**src/rtl/fetch_pkg.sv**
```systemverilog
// fetch_pkg: shared widths and the buffered fetch entry type for the frontend.
package fetch_pkg;
    localparam int ADDR_W = 32;
    localparam int INST_W = 32;
    typedef struct packed {
        logic [ADDR_W-1:0] pc;
        logic [INST_W-1:0] inst;
    } FetchEntry_t;
endpackage

```
**src/rtl/inst_fifo_ptr.sv**
```systemverilog
// inst_fifo_ptr: wrap-bit read/write pointers, full/empty, occupancy and write acceptance.
module inst_fifo_ptr #(
    parameter int DEPTH = 4,
    localparam int PTR = $clog2(DEPTH)
) (
    input  logic         clk,
    input  logic         reset,
    input  logic         push,
    input  logic         pop,
    input  logic         flush,
    output logic         wr_en,
    output logic         ovf,
    output logic [PTR-1:0] wr_idx,
    output logic [PTR-1:0] rd_idx,
    output logic         empty,
    output logic [PTR:0] cnt
);
    localparam logic [PTR:0] ONE = 1;
    logic [PTR:0] wr_ptr, rd_ptr;
    logic full, rd_en;
    assign wr_idx = wr_ptr[PTR-1:0];
    assign rd_idx = rd_ptr[PTR-1:0];
    assign empty  = wr_ptr == rd_ptr;
    assign full   = (wr_idx == rd_idx) && (wr_ptr[PTR] != rd_ptr[PTR]);
    assign cnt    = wr_ptr - rd_ptr;
    // a full queue still takes a write when the head leaves in the same cycle
    assign wr_en  = push && (!full || pop) && !flush;
    assign rd_en  = pop && !flush;
    assign ovf    = push && full && !pop && !flush;
    always_ff @(posedge clk or posedge reset) begin
        if (reset) begin
            wr_ptr <= '0;
            rd_ptr <= '0;
        end else if (flush) begin
            wr_ptr <= '0;
            rd_ptr <= '0;
        end else begin
            if (wr_en) wr_ptr <= wr_ptr + ONE;
            if (rd_en) rd_ptr <= rd_ptr + ONE;
        end
    end
endmodule

```
**src/rtl/fetch_inst_buf.sv**
```systemverilog
// fetch_inst_buf: circular instruction buffer between I-cache fetch and decode,
// with registered back-pressure and flush-to-empty.
module fetch_inst_buf
    import fetch_pkg::*;
#(
    parameter int ADDR  = ADDR_W,
    parameter int INST  = INST_W,
    parameter int DEPTH = 4,
    parameter int PTR   = $clog2(DEPTH)
) (
    input  logic            clk,
    input  logic            reset,
    input  logic            inst_e_,
    input  logic [ADDR-1:0] inst_pc,
    input  logic            ic_stall,
    input  logic [INST-1:0] ic_inst,
    output logic            buf_stall,
    input  logic            dec_stop,
    input  logic            dec_busy,
    output logic            dec_e_,
    output logic [ADDR-1:0] dec_pc,
    output logic [INST-1:0] dec_inst,
    input  logic            br_flush_,
    input  logic            flush_,
    output logic [PTR:0]    buf_cnt,
    output logic            ovf_err
);
    localparam logic [PTR:0] STALL_LVL = (PTR+1)'(DEPTH - 1);
    FetchEntry_t mem [DEPTH];
    logic push, pop, flush, wr_en, ovf, empty;
    logic [PTR-1:0] wr_idx, rd_idx;
    assign push   = !inst_e_ && !ic_stall;
    assign flush  = !br_flush_ || !flush_;
    assign dec_e_ = empty || dec_stop;
    assign pop    = !dec_e_ && !dec_busy;
    // one slot of headroom covers the access already in flight in fetch control
    assign buf_stall = buf_cnt >= STALL_LVL;
    assign dec_pc    = mem[rd_idx].pc;
    assign dec_inst  = mem[rd_idx].inst;
    inst_fifo_ptr #(.DEPTH(DEPTH)) u_ptr (
        .clk    (clk),
        .reset  (reset),
        .push   (push),
        .pop    (pop),
        .flush  (flush),
        .wr_en  (wr_en),
        .ovf    (ovf),
        .wr_idx (wr_idx),
        .rd_idx (rd_idx),
        .empty  (empty),
        .cnt    (buf_cnt)
    );
    always_ff @(posedge clk) begin
        if (wr_en) mem[wr_idx] <= '{pc: inst_pc, inst: ic_inst};
    end
    always_ff @(posedge clk or posedge reset) begin
        if (reset) ovf_err <= 1'b0;
        else if (ovf) ovf_err <= 1'b1;
    end
endmodule

```
**config.mk**
```make
export PLATFORM = sky130hd
export DESIGN_NAME = fetch_inst_buf
export DESIGN_NICKNAME = d
export VERILOG_FILES = /design/src/rtl/fetch_pkg.sv /design/src/rtl/inst_fifo_ptr.sv /design/src/rtl/fetch_inst_buf.sv
export SDC_FILE = /design/constraint.sdc
export NUM_CORES = 1
export LEC_CHECK = 0
export CAP_MARGIN = 20
export CORE_ASPECT_RATIO = 0.9
export CORE_UTILIZATION = 54
export CTS_CLUSTER_DIAMETER = 120
export DETAILED_ROUTE_END_ITERATION = 10
export PLACE_DENSITY_LB_ADDON = 0.08
export SLEW_MARGIN = 25
export SYNTH_ARGS = -nofsm -noshare
export SYNTH_HDL_FRONTEND = slang
export SYNTH_SLANG_ARGS = --single-unit
```
**constraint.sdc**
```tcl
create_clock -name clk -period 4.69 [get_ports clk]
set_clock_uncertainty 0.05 [all_clocks]
set_input_delay 0.469 -clock clk [delete_from_list [all_inputs] [get_ports clk]]
set_output_delay 0.469 -clock clk [all_outputs]
set_load 0.005 [all_outputs]
```
* After elaboration in Yosys (flattened, before gate mapping)
Memories as Yosys holds them, arrays and structs flattened. Index checks and enable logic that the tools add are counted.
Storage, ports and cells: bits in latches 0, memories kept 1, memory bits (read-only) 0, output and inout bits 70, memory bits (writable) 256, register bits after elaboration 7, logic and storage cells 40, input bits 72
Cells by class: multiply operators 0, reductions and logical operators 23, equality and inequality tests 3, shift-type cells 0, magnitude comparators 1, bitwise operators 0, muxes and demuxes 6, divide/modulo/power cells 0, add/sub/neg operators 3
Memories:
- mem | words 4, width 64, rd ports 1, clocked after Yosys merged registers in 0, wr ports 1, RTL line fetch_inst_buf.sv:29 | FetchEntry_t mem [DEPTH];
Operators with widths (number):
- 2-to-1 mux 3 bit | 4
- logical AND 1 bit | 9
- logical NOT 1 bit | 9
- adder 3 x 1 -> 3 bit (second input constant) | 2
- nonzero test 2 bit | 2
- == test 3 bit | 1
- >= comparator 3 x 2 -> 1 bit (second input constant) | 1
- logical OR 1 bit | 3
- subtractor 3 bit | 1
- == test 2 bit | 1
- 2-to-1 mux 1 bit | 2
- inequality test 1 bit | 1

* Longest topological paths before layout
Gate-level depths: netlist of run 1.
word-level depth 9, gate-level depth with buffers 7, mapped depth without buffers 6

* By module
A second synthesis of run 1 with hierarchy kept.
Second synthesis, totals: cell total of the unflattened synthesis 393, area, all modules 9853.2 µm²
By module, submodules not included:
- fetch_inst_buf | sequential area each 7712.4 µm², instances 1, cells each 346, area an instance 9402.8 µm²
- inst_fifo_ptr | sequential area each 150.1 µm², instances 1, cells each 47, area an instance 450.4 µm²

* Least setup slack after synthesis of run 1
OpenSTA, ideal clock, no wires.
path type register to register, from reg u_ptr.rd_ptr[1], to mem mem[3][0] (netlist name), enable pin, slack 882 ps, period minus slack after synthesis 3808 ps, setup time 429 ps, stages on the path, launching flop included 8, buffers on the path 2, data required time 4211 ps, data arrival time 3329 ps, path through dfrtp_1 buf_2 buf_2 inv_1 ha_1 o211a_1 a2111oi_4 and2_1
On the way: word-level cells in the longest chain between the ends 9, elaborated cells on any way between the ends 12, classes of those cells eq/ne (2); mux (2); reduce/logical (8)
RTL lines:
- start, declared | RTL line inst_fifo_ptr.sv:19 | logic [PTR:0] wr_ptr, rd_ptr;
- start signal, assigned | RTL line inst_fifo_ptr.sv:39 | if (rd_en) rd_ptr <= rd_ptr + ONE;
- == test 3 bit | RTL line inst_fifo_ptr.sv:23 | assign empty = wr_ptr == rd_ptr;
- logical OR 1 bit | RTL line fetch_inst_buf.sv:34 | assign dec_e_ = empty || dec_stop;
- logical NOT 1 bit | RTL line fetch_inst_buf.sv:35 | assign pop = !dec_e_ && !dec_busy;
- logical AND 1 bit | RTL line fetch_inst_buf.sv:35
- logical OR 1 bit (*) | RTL line inst_fifo_ptr.sv:27 | assign wr_en = push && (!full || pop) && !flush;
- logical AND 1 bit (*) (2 in a row) | RTL line inst_fifo_ptr.sv:27
- 2-to-1 mux 1 bit (*) | RTL line fetch_inst_buf.sv:54 | if (wr_en) mem[wr_idx] <= '{pc: inst_pc, inst: ic_inst};
- 2-to-1 mux 1 bit (implied by the code) (*) | RTL line fetch_inst_buf.sv:54
- end, declared | RTL line fetch_inst_buf.sv:29
Mark *: on every way between the ends. The rest lies on a longest branch, timed or not.

* Worst setup path after layout of run 1
from reg u_ptr.rd_ptr[1], to out dec_inst[1]
On the way: word-level cells in the longest chain between the ends 1
RTL lines:
- memory (4 x 64 bit)
- end, declared | RTL line fetch_inst_buf.sv:22 | output logic [INST-1:0] dec_inst,
Every way passes these cells.

==> results of run 1 <==
[area by class of cell]
class / instances / area, sq um / share of cell area [%]
clock buffers: 34 / 702 / 5.70
repair buffers: 145 / 1450 / 11.8
clock inverters: 15 / 119 / 0.964
well taps: 240 / 300 / 2.44
inverters: 7 / 26.3 / 0.213
multi-input cells: 108 / 1850 / 15.0
flip-flops and latches: 263 / 7870 / 63.9
[cells in the final DEF, fill, tap and decap left out]
master and n:
xor2_2 1, clkdlybuf4s50_1 141, a21boi_2 1, edfxtp_1 256, and2_4 1, and2_1 1
bufinv_16 2, dfrtp_1 5, fa_1 1, nor2_1 1, a2111oi_4 1, nand2b_1 3
dfrtp_4 2, clkinv_1 7, clkbuf_1 7, and3_4 3, a31o_2 1, a21o_1 1
ha_1 7, a31oi_1 1, mux4_2 64, buf_12 1, clkinvlp_4 1, mux2i_1 6
clkbuf_16 27, nand2_1 9, a41o_1 1, clkinv_2 5, or3b_2 1, xnor2_1 2
o211a_1 1, a311oi_2 1, buf_4 3, inv_1 7
[worst paths after layout]
check | from | to | slack (ns)
worst max-delay path | u_ptr.rd_ptr[1] | dec_inst[1] | 1.53
worst min-delay path | reset | u_ptr.wr_ptr[2] | 0.14
worst max register to register | u_ptr.wr_ptr[0] | mem[3][36] | 1.78
worst min register to register | ovf_err | ovf_err | 0.49
max in group asynchronous | reset | u_ptr.rd_ptr[1] | 4.19
min in group clk | ovf_err | ovf_err | 0.49
[power by group]
part / leakage, nW / internal (mW) / switching (mW)
clock: 0.400 / 1.16 / 0.814
sequential: 2.40 / 2.59 / 0.00305
combinational: 1.07 / 0.0890 / 0.0597
[synthesized netlist by cell type, drive strengths merged, types with 2 or more instances]
master	n	area [sq um]
inv	7	26.3
and2	2	12.5
dfrtp	7	175
xnor2	2	17.5
nand2	9	33.8
edfxtp	256	7690
mux2i	6	60.1
mux4	64	1440
clkbuf	2	7.51
nand2b	3	18.8
ha	7	87.6
and3	3	18.8
buf	14	92.6
[worst reg2reg max path, stage by stage (launching register included)]
cell and delay (ns):
dfrtp_1 0.42, inv_1 0.11, ha_1 0.38, o211a_1 0.23
a2111oi_4 0.41, and2_4 0.85
[through the flow]
step | hold WS [ns] | worst slack, ns | cells | total power, mW
floorplan | 0.222 | 0.882 | 394 | 2.68
global placement | 0.423 | 1.67 | 762 | 2.79
detailed placement | 0.454 | 1.64 | 762 | 2.79
CTS | 0.134 | 1.50 | 811 | 4.76
global route | 0.151 | 1.41 | 812 | 4.85
finish | 0.137 | 1.53 | 812 | 4.72
[sequential cells by signal (all words and copies together) (netlist names)]
signal	cells
mem	256
u_ptr.rd_ptr	3
u_ptr.wr_ptr	3
ovf_err	1
[cells by family (layout without fill, tap and decap cells)]
logic type | Yosys count | in the layout
fa+ha+maj | 8 | 8
buf+inv | 23 | 201
simple gates | 19 | 19
xor+xnor | 3 | 3
mux | 70 | 70
compound gates | 8 | 8
flops | 263 | 263
[per-layer routing]
| layer | GRT usage (%) | vias up | wire (microns) |
|---|---|---|---|
| met5 | 0 | - | 0 |
| met1 | 26.1 | 2384 | 7440 |
| met3 | 3.56 | 27 | 909 |
| met4 | 5.70 | 0 | 354 |
| li1 | - | 1997 | - |
| met2 | 30.7 | 134 | 8320 |
==> flow_summary_export.csv, run 1 <==
group,metric,value,unit
yosys,ys_ff_latch,263,
power_and_ir_drop,power.density,383,nW/um^2
routing,remaining_drc_errors,0,
yosys,synth_top_family_by_area,"multiplexers",
global_routing,grt_overflow,0,
hold_path,hp-class,"in -> async",
yosys,synth.yosys.warnings,0,
floorplan,ios,142,
power_and_ir_drop,peakVddDrop,0.306,mV
sta,max_slew_margin,33.3,%
sta,tightest_slew,1.00,ns
critical_path,crit_family,"buffers and inverters",
sta,max_freq,317,MHz
yosys,synthAdderAreaFrac,1.10,%
sta,rsz0062_at_grt,"no",
critical_path,crit_arrival,2.64,ns
global_routing,grt_pass1_vias,4698,
sta,fin_crit,3.16,ns
critical_path,worst_setup_path_end_kind,"primary output",
critical_path,crit_buf_inv,2,
sta,final_max_slew_viol_count,0,
clock_network,cts_root_buffer,"clkbuf_16",
floorplan,die_y,130,microns
floorplan,dieArea,18700,sq um
yosys,synth-edff-count,256,
placed_design,portBuffers,141,
yosys,synth.distinct_cells,28,
layout,area_growth,25.4,%
clock_network,clk_latency,0.52,ns
placed_design,place_area,11500,sq um
clock_network,clock_path_buffers,3,
placed_design,post-dp-hpwl,9.47,mm
clock_network,cts-resized-gates,0,
yosys,synth-xor-area-share,0.344,%
layout,final_util,69.5,%
yosys,syn_area,9820,sq um
yosys,yosysSeqAreaShare,80.0,%
yosys,synthCells,394,
clock_network,cts_max_level,1,
routing,routed_wl,17.0,mm
job,maxCapViolCount,0,
routing,antenna_left,0,
floorplan,core_area,17700,sq um
layout,design_area,12300,sq um
routing,via_per_inst,5.59,
global_routing,grt.total_usage,18.7,%
yosys,synth_fp_nets,474,
critical_path,crit_path_top_delay_cell,"buf_4",
routing,vias,4542,
clock_network,numCtsBuffers,27,
global_routing,grt_first_pass_wirelength,25.8,mm
floorplan,die_width,144,microns
layout,num_antenna_cells,0,
global_routing,grt_max_degree,67,
power_and_ir_drop,leakagePower,3.87,nW
critical_path,path_max_fanout,66,
clock_network,clock-sinks,263,
status,status,"complete, no violations",
routing,first_pass_iters,4,
layout,layout-drive-gt1-share,20.1,%
clock_network,path_clk_slew,0.06,ns
clock_network,cts_tree,"built",
critical_path,criticalPathCategory,"reg -> out",
critical_path,critPathMaxStageDelay,0.75,ns
sta,min_period_over_period,67.3,%
sta,finalHoldViolCount,0,
yosys,synth_ff_type,"edfxtp_1",
layout,nets,632,
yosys,synthSimpleGateAreaFrac,0.981,%
sta,setup_tns,0,ns
critical_path,crit_required,4.17,ns
critical_path,crit_path_start_kind,"register",
clock_network,post_cts_buffers,0,
routing,drtIter0Drc,183,
layout,nFillCells,1157,
critical_path,critical_path.cell_chain,"buf_4 -> mux4_2 -> clkdlybuf4s50_1",
placed_design,gp_congestion,0.722,
critical_path,cp.depth,3,
critical_path,reg2reg_depth,5,
yosys,synthMuxAreaShare,15.3,%
routing,wl_per_cell,21.0,microns
global_routing,antenna_found_initial,0,
floorplan,rows,46,
clock_network,hold_buffers,0,
yosys,synth_compound_area_share,0.981,%
yosys,avgSynthCellArea,24.9,sq um
floorplan,start_util,55.4,%
sta,setup_viol,0,
yosys,async_flop_share,2.66,%
(Power assumes the default switching activity.)
==> run 2, diff against run 1 <==
Settings changed: CORE_UTILIZATION 54 to 49.
Clock period 4.69 ns to 2.7 ns, I/O delays scaled along.
==> flow_summary_export.csv, run 2 (synthesis results as in run 1) <==
group,metric,value,unit
sta,max_slew_margin,68.5,%
critical_path,worst_setup_path_end_kind,"primary output",
global_routing,grt_first_pass_wirelength,26.9,mm
routing,via_per_inst,5.45,
layout,largestRegisters,"mem (256), u_ptr.rd_ptr (3), u_ptr.wr_ptr (3)",
routing,drtIter0Drc,306,
floorplan,die_y,136,microns
critical_path,crit_required,2.38,ns
placed_design,place_inst,780,
layout,layout-drive-gt1-share,21.8,%
global_routing,grt_overflow,0,
critical_path,r2r_setup_slack,0.25,ns
sta,fin_crit,2.65,ns
routing,antenna_left,0,
floorplan,dieArea,20600,sq um
sta,final_max_slew_viol_count,0,
layout,nets,645,
placed_design,portBuffers,141,
critical_path,crit_arrival,2.33,ns
status,status,"complete, no violations",
sta,finalHoldViolCount,0,
clock_network,clk_latency,0.52,ns
placed_design,post-dp-hpwl,10.0,mm
critical_path,criticalPathCategory,"reg -> out",
routing,vias,4537,
routing,first_pass_iters,4,
sta,max_freq,377,MHz
global_routing,antenna_found_initial,1,
clock_network,cts_tree,"built",
critical_path,crit_path_start_kind,"register",
floorplan,die_width,151,microns
layout,layout_common_cells,"edfxtp_1 (256), clkdlybuf4s50_1 (110), mux4_2 (64), clkbuf_16 (29), dlymetal6s2s_1 (24)",
power_and_ir_drop,leakagePower,4.23,nW
sta,worst_hold_slack,0.325,ns
routing,remaining_drc_errors,0,
clock_network,numCtsBuffers,26,
routing,routed_wl,18.2,mm
floorplan,start_util,50.6,%
routing,wl_per_cell,21.9,microns
layout,top_register,"mem",
global_routing,grt_pass1_vias,4767,
layout,largest_reg_flops,256,
layout,final_util,65.3,%
placed_design,gp_congestion,0.721,
global_routing,grt_max_degree,67,
sta,setup_tns,0,ns
critical_path,path_max_fanout,8,
layout,num_antenna_cells,0,
floorplan,rows,48,
clock_network,cts_max_level,1,
layout,area_growth,28.9,%
power_and_ir_drop,power.density,636,nW/um^2
global_routing,grt.total_usage,17.9,%
job,maxCapViolCount,0,
sta,setup_viol,0,
clock_network,clock_path_buffers,3,
clock_network,path_clk_slew,0.06,ns
hold_path,hp-class,"in -> reg",
power_and_ir_drop,peakVddDrop,0.511,mV
floorplan,ios,142,
clock_network,cts_root_buffer,"clkbuf_16",
floorplan,core_area,19400,sq um
layout,fin_cells,832,
clock_network,clock-sinks,263,
sta,min_period_over_period,98.1,%
layout,layout_commonest_cell,"edfxtp_1",
sta,tightest_slew,0.472,ns
[run 2: layout make-up]
type,count,area (sq um)
clock buffer,33,698
clock inverter,12,76.3
fill,1278,6730
inverter,7,26.3
multi-input combinational,108,1860
sequential,263,7870
tap,250,313
timing repair buffer,159,1820
[run 2: final timing paths]
check / startpoint / endpoint / cells past startpoint
min in group asynchronous: reset / u_ptr.rd_ptr[0] / 3
max in group asynchronous: reset / u_ptr.rd_ptr[1] / 3
worst max register to register: u_ptr.rd_ptr[0] / mem[0][29] / 5
worst max-delay path: u_ptr.rd_ptr[0] / dec_pc[21] / 4
worst min register to register: ovf_err / ovf_err / 1
worst min-delay path: inst_pc[29] / mem[1][61] / 1
[run 2: where the power goes]
| group | switching (mW) | leakage, nW | internal (mW) |
|---|---|---|---|
| registers | 0.00526 | 2.40 | 4.50 |
| logic | 0.109 | 1.45 | 0.160 |
| clock network | 1.38 | 0.381 | 1.90 |
[run 2: critical path: stages (launching register included)]
cell and delay [ns]:
dfrtp_4 0.49, buf_12 0.15, clkbuf_16 0.19, mux4_2 0.51, clkdlybuf4s50_1 0.46
[run 2: layer usage]
layer / GRT usage, % / wire (microns) / part of all wire (%) / up-vias
met4: 4.56 / 334 / 1.8 / 2
met3: 4.90 / 1250 / 6.9 / 30
met1: 23.8 / 7520 / 41 / 2339
met2: 29.5 / 9110 / 50 / 146
met5: 0 / 12 / 0.066 / -
li1: - / - / - / 2020
[run 2: what timing repair did]
item / 4_1_cts / 5_1_grt
setup endpoints to repair: 66 / 36
hold buffers: 1 / 0
buffers inserted: 2 / 0
gates cloned: 2 / 2
pin swaps: 1 / 0
hold endpoints to repair: 7 / 0
resized for setup: 11 / 25
[run 2: through the flow]
stage	power, mW	worst slack [ns]	cell area (sq um)
5_1_grt	8.32	-0.00140	12700
2_1_floorplan	4.65	-0.183	9840
4_1_cts	8.14	0.00503	12500
3_5_place_dp	4.86	0.304	11700
3_3_place_gp	4.85	0.343	11700
6_report	8.06	0.0507	12700
==> run 3, diff against run 2 <==
Settings changed: HOLD_SLACK_MARGIN set to 0.05.
==> results of run 3 <==
No change in the layout: final DEF, timing and power equal those of run 2.
==> variant 1 (config.mk and constraints of run 1) <==
Change the package constant `INST_W` from 32 to 48.
--- a/src/rtl/fetch_pkg.sv
+++ b/src/rtl/fetch_pkg.sv
@@ -2,5 +2,5 @@
 package fetch_pkg;
     localparam int ADDR_W = 32;
-    localparam int INST_W = 32;
+    localparam int INST_W = 48;
     typedef struct packed {
         logic [ADDR_W-1:0] pc;
Interface: changed (resized dec_inst and ic_inst); port bits go from 142 to 174. No check against the original RTL was run, so the function may have changed too.
==> variant 1 against run 1 <==
Register-to-register slack lost 0.37 ns; combinational power grew 23%; via count grew 20%; synthesized area grew 23%; sequential cell count grew 64; global-route usage grew 0.17 points; wire length grew 26%; critical endpoint is now dec_pc[9]; design area grew 23%; worst setup slack lost 0.32 ns; critical path type unchanged; power grew 22%.
==> variant 1: results (changes against run 1) <==
Clk slew on worst S/H paths - 0.06 ns (about the same)
CTS root buf - clkbuf_16
Max-slew headroom - 40.99% (+7.7 points)
Power Internal - 4.700 mW (+22%)
Fraction of registers with async set/reset - 2.141% (-0.52 points)
CP Data Arrival Time - 2.96 ns (+0.32 ns)
Final GP Congestion - 0.7640 (+5.8%)
Biggest regs - mem: 320 flops, u_ptr.rd_ptr: 3 flops, u_ptr.wr_ptr: 3 flops
Yosys cell types - 27 (-3.6%)
Setup Buffers After CTS - 0 (unchanged)
Largest net degree at the start of global routing - 62 (-7.5%)
First-pass GRT wire length - 32560 µm (+26%)
Gr usage total - 18.91% (+0.17 points)
Met1 Use GR - 26.40% (+0.29 points)
Met3 Resource Use GR - 4.216% (+0.66 points)
Worst-Skew Late Latency - 0.54 ns (+0.02 ns)
Share of layout cells above drive strength 1 - 19.71% (-0.39 points)
Sequential share of the synthesized area - 80.76% (+0.73 points)
GR Util met2 - 30.98% (+0.32 points)
First drt pass iteration count - 4 (unchanged)
Outcome - finished, final reports clean
Hold crit path type - in -> async
DP Area - 0.01422 mm² (+24%)
Layout fillers - 1357 (+17%)
Post-synth EDFFs - 320 (+25%)
Critical path fanouts, max - 55 (-17%)
Initial antenna violation count - 2 (+2)
LEAKAGE - 4.742 nW (+22%)
Max incr delay on CP - 0.69 ns (-0.06 ns)
Congestion Overflow GR - 0 (unchanged)
Detailed Route Iter0 Violations - 250 (+37%)
Dpl hpwl - 12660 µm (+34%)
Post-synth top cells - edfxtp_1, mux4_2, nand2_1
Critical-path top delay cell - dfrtp_4
Ys Warns - 0 (unchanged)
Synth area leaders - edfxtp_1, mux4_2, dfrtp_1
Peak VDD IR - 0.2764 mV (-9.7%)
Port-buffer cells - 173 (+23%)
Clock Path Buffers - 3 (unchanged)
H-tree levels - 1 (unchanged)
Synthesized Nets - 574 (+21%)
Final net count - 768 (+22%)
CTS buffer count - 31 (+15%)
Vias per cell - 5.510 (-1.5%)
WL/cell - 21.67 µm (+3.3%)
Cts repair resizes - 0 (unchanged)
Vias in the first global route - 5720 (+22%)
variant 1: changes by cell type after synthesis:
cell,run 1,this run
edfxtp_1,256,320
mux4_2,64,80
buf_1,1,8
buf_4,2,8
buf_2,8,3
buf_6,3,0
clkbuf_1,2,1
variant 1: final cells by class:
| type | instances | area [µm²] | share of cell area, % |
|---|---|---|---|
| antenna | 1 | 2.502 | 0.01649 |
| clock buffer | 39 | 805.8 | 5.308 |
| clock inverter | 17 | 146.4 | 0.9644 |
| inverter | 7 | 26.28 | 0.1731 |
| multi-input combinational | 124 | 2213 | 14.58 |
| sequential | 327 | 9792 | 64.51 |
| tap | 291 | 364.1 | 2.399 |
| timing repair buffer | 181 | 1829 | 12.05 |
variant 1: final timing paths:
path / cells past startpoint / to / from / slack [ns]
worst max-delay path: 3 / dec_pc[9] / u_ptr.rd_ptr[1] / 1.21
worst min-delay path: 2 / u_ptr.wr_ptr[2] / reset / 0.13
worst max register to register: 6 / mem[3][75] / u_ptr.rd_ptr[1] / 1.41
worst min register to register: 1 / ovf_err / ovf_err / 0.43
max in group asynchronous: 2 / u_ptr.rd_ptr[1] / reset / 4.19
min in group clk: 1 / ovf_err / ovf_err / 0.43
variant 1: cells by family (layout without fill, tap and decap cells):
family | after synthesis | in the layout | share of synthesized area (%)
muxes | 86 | 86 | 15.37
xor gates and xnor gates | 3 | 3 | 0.2789
buffers and inverters | 27 | 244 | 1.115
adders and majority gates | 8 | 8 | 0.8881
DFF | 327 | 327 | 80.76
and+or+nand+nor | 19 | 19 | 0.7952
other | 0 | 1 | 0
AOI/OAI and AO/OA | 8 | 8 | 0.7953
variant 1: worst max-delay path: cells and delay by family (launching register included):
kind / cells / cell delay, ns
DFF: 1 / 0.69
muxes: 1 / 0.46
buffers and inverters: 2 / 1.16
variant 1: layer usage:
layer	share of wire (%)	wire length, µm	vias up
met1	44	9343	2812
met4	1.7	356	2
met5	0.061	13	-
met3	6.0	1278	33
met2	49	10390	157
li1	-	-	2434
variant 1: through the flow:
step	std cells	worst slack, ns
floorplan	478	0.3931
global placement	930	1.407
detailed placement	930	1.395
CTS	986	1.160
global route	986	1.111
finish	987	1.212
variant 1: power by group through the flow:
stage	registers, mW	logic, mW	clock network [mW]
6_report	3.23	0.183	2.36
5_1_grt	3.23	0.196	2.52
4_1_cts	3.23	0.185	2.40
3_5_place_dp	3.29	0.184	0
3_3_place_gp	3.29	0.177	0
2_1_floorplan	3.29	0.0405	0
==> variant 2 (config.mk and constraints of run 1) <==
Without the edit above. Register the output `buf_cnt`; this adds one clock of latency there. The other outputs are not delayed to match.
--- a/src/rtl/fetch_inst_buf.sv
+++ b/src/rtl/fetch_inst_buf.sv
@@ -27,4 +27,6 @@
 );
     localparam logic [PTR:0] STALL_LVL = (PTR+1)'(DEPTH - 1);
+
+    logic [PTR:0] buf_cnt_d;
     FetchEntry_t mem [DEPTH];
     logic push, pop, flush, wr_en, ovf, empty;
@@ -35,5 +37,5 @@
     assign pop    = !dec_e_ && !dec_busy;
     // one slot of headroom covers the access already in flight in fetch control
-    assign buf_stall = buf_cnt >= STALL_LVL;
+    assign buf_stall = buf_cnt_d >= STALL_LVL;
     assign dec_pc    = mem[rd_idx].pc;
     assign dec_inst  = mem[rd_idx].inst;
@@ -49,5 +51,5 @@
         .rd_idx (rd_idx),
         .empty  (empty),
-        .cnt    (buf_cnt)
+        .cnt    (buf_cnt_d)
     );
     always_ff @(posedge clk) begin
@@ -58,4 +60,8 @@
         else if (ovf) ovf_err <= 1'b1;
     end
+    always_ff @(posedge clk) begin
+        buf_cnt <= buf_cnt_d;
+    end
+
 endmodule
 
Behaviour: not the same (a bounded check fails within 4 cycles, from zero or initial values and one cycle with reset high).
==> variant 2 against run 1 <==
Wire length shrank 1.3%; synthesized area grew 0.33%; worst setup slack lost 0.23 ns; power grew 1.8%; sequential share of layout area grew 0.30 points; design area grew 0.26%; combinational power shrank 3%; sequential cell count grew 3.
==> variant 2: results (changes against run 1) <==
Outcome - finished, final reports clean
Max incr delay on CP - 0.73 ns (-0.02 ns)
Hold crit path type - in -> async
Final net count - 634 (+0.32%)
CP Data Arrival Time - 2.87 ns (+0.23 ns)
Mux cell area share after synthesis - 15.23% (-0.050 points)
Reg-to-reg setup timing slack - 1.80 ns (+0.02 ns)
Adder-Cell Fraction of Synth Area - 1.092% (-0.0036 points)
Gr usage total - 18.15% (-0.59 points)
Final GP Congestion - 0.7743 (+7.3%)
LEAKAGE - 3.889 nW (+0.47%)
WL final - 16810 µm (-1.3%)
Synth area leaders - edfxtp_1, mux4_2, dfrtp_1
Worst reg2reg path startpoint - u_ptr.rd_ptr[0]
Detailed Route Iter0 Violations - 175 (-4.4%)
Ant diodes - 0 (unchanged)
Worst-Skew Late Latency - 0.52 ns (about the same)
Sequential share of the synthesized area - 80.38% (+0.35 points)
First-pass GRT wire length - 24970 µm (-3.0%)
Post-synth top cells - edfxtp_1, mux4_2, nand2_1
Layout fillers - 1149 (-0.69%)
Min Hold Slack - 0.1593 ns (+0.02273 ns)
Period minus WS final - 3.387 ns (+0.2286 ns)
Reg-to-Reg End - mem[0][8]
Critical-path top delay cell - dfrtp_4
Synthesized Nets - 477 (+0.63%)
Worst setup path end - dec_inst[28]
Reg2reg path depth - 4 (-1)
Share of layout cells above drive strength 1 - 19.69% (-0.42 points)
Dpl hpwl - 9435 µm (-0.40%)
Port-buffer cells - 141 (unchanged)
CTS buffer count - 27 (unchanged)
DP Area - 0.01151 mm² (+0.23%)
Max-slew headroom - 32.69% (-0.63 points)
Critical path fanouts, max - 25 (-62%)
WL/cell - 20.66 µm (-1.5%)
Vias in the first global route - 4683 (-0.32%)
CP startpoint kind - register
Total number of vias - 4525 (-0.37%)
Complex-gate fraction of the synthesized area - 0.6601% (-0.32 points)
Peak VDD IR - 0.2869 mV (-6.3%)
CTS root buf - clkbuf_16
Synth Area in XOR/XNOR - 0.2539% (-0.090 points)
Synth Instances - 397 (+0.76%)
Fraction of registers with async set/reset - 2.632% (-0.030 points)
Placed Instances - 765 (+0.39%)
## variant 2: area by class of cell
class | instances | area [µm²] | area share (%)
repair buffers | 144 | 1434 | 11.60
inverters | 6 | 22.52 | 0.1823
clock buffers | 35 | 705.7 | 5.711
multi-input cells | 109 | 1826 | 14.77
clock inverters | 14 | 141.4 | 1.144
well taps | 240 | 300.3 | 2.430
flip-flops and latches | 266 | 7928 | 64.16
## variant 2: report_power, final
group          leakage (nW)  internal [mW]  switching (mW)
Clock                 0.414           1.22           0.820
Combinational          1.05         0.0881          0.0565
Sequential             2.42           2.62         0.00413
Total                  3.89           3.93           0.880
## variant 2: critical path: cells and delay by family (launching register included)
family	cells	cell delay (ns)
buffers and inverters	2	1.00
flip-flops	1	0.73
multiplexers	1	0.58
## variant 2: layer usage
metal	track usage, %	wire length, µm	vias up
met5	0	0	-
met4	5.759	386	0
met1	24.15	7136	2354
li1	-	-	2006
met2	29.98	8263	137
met3	4.367	1028	28
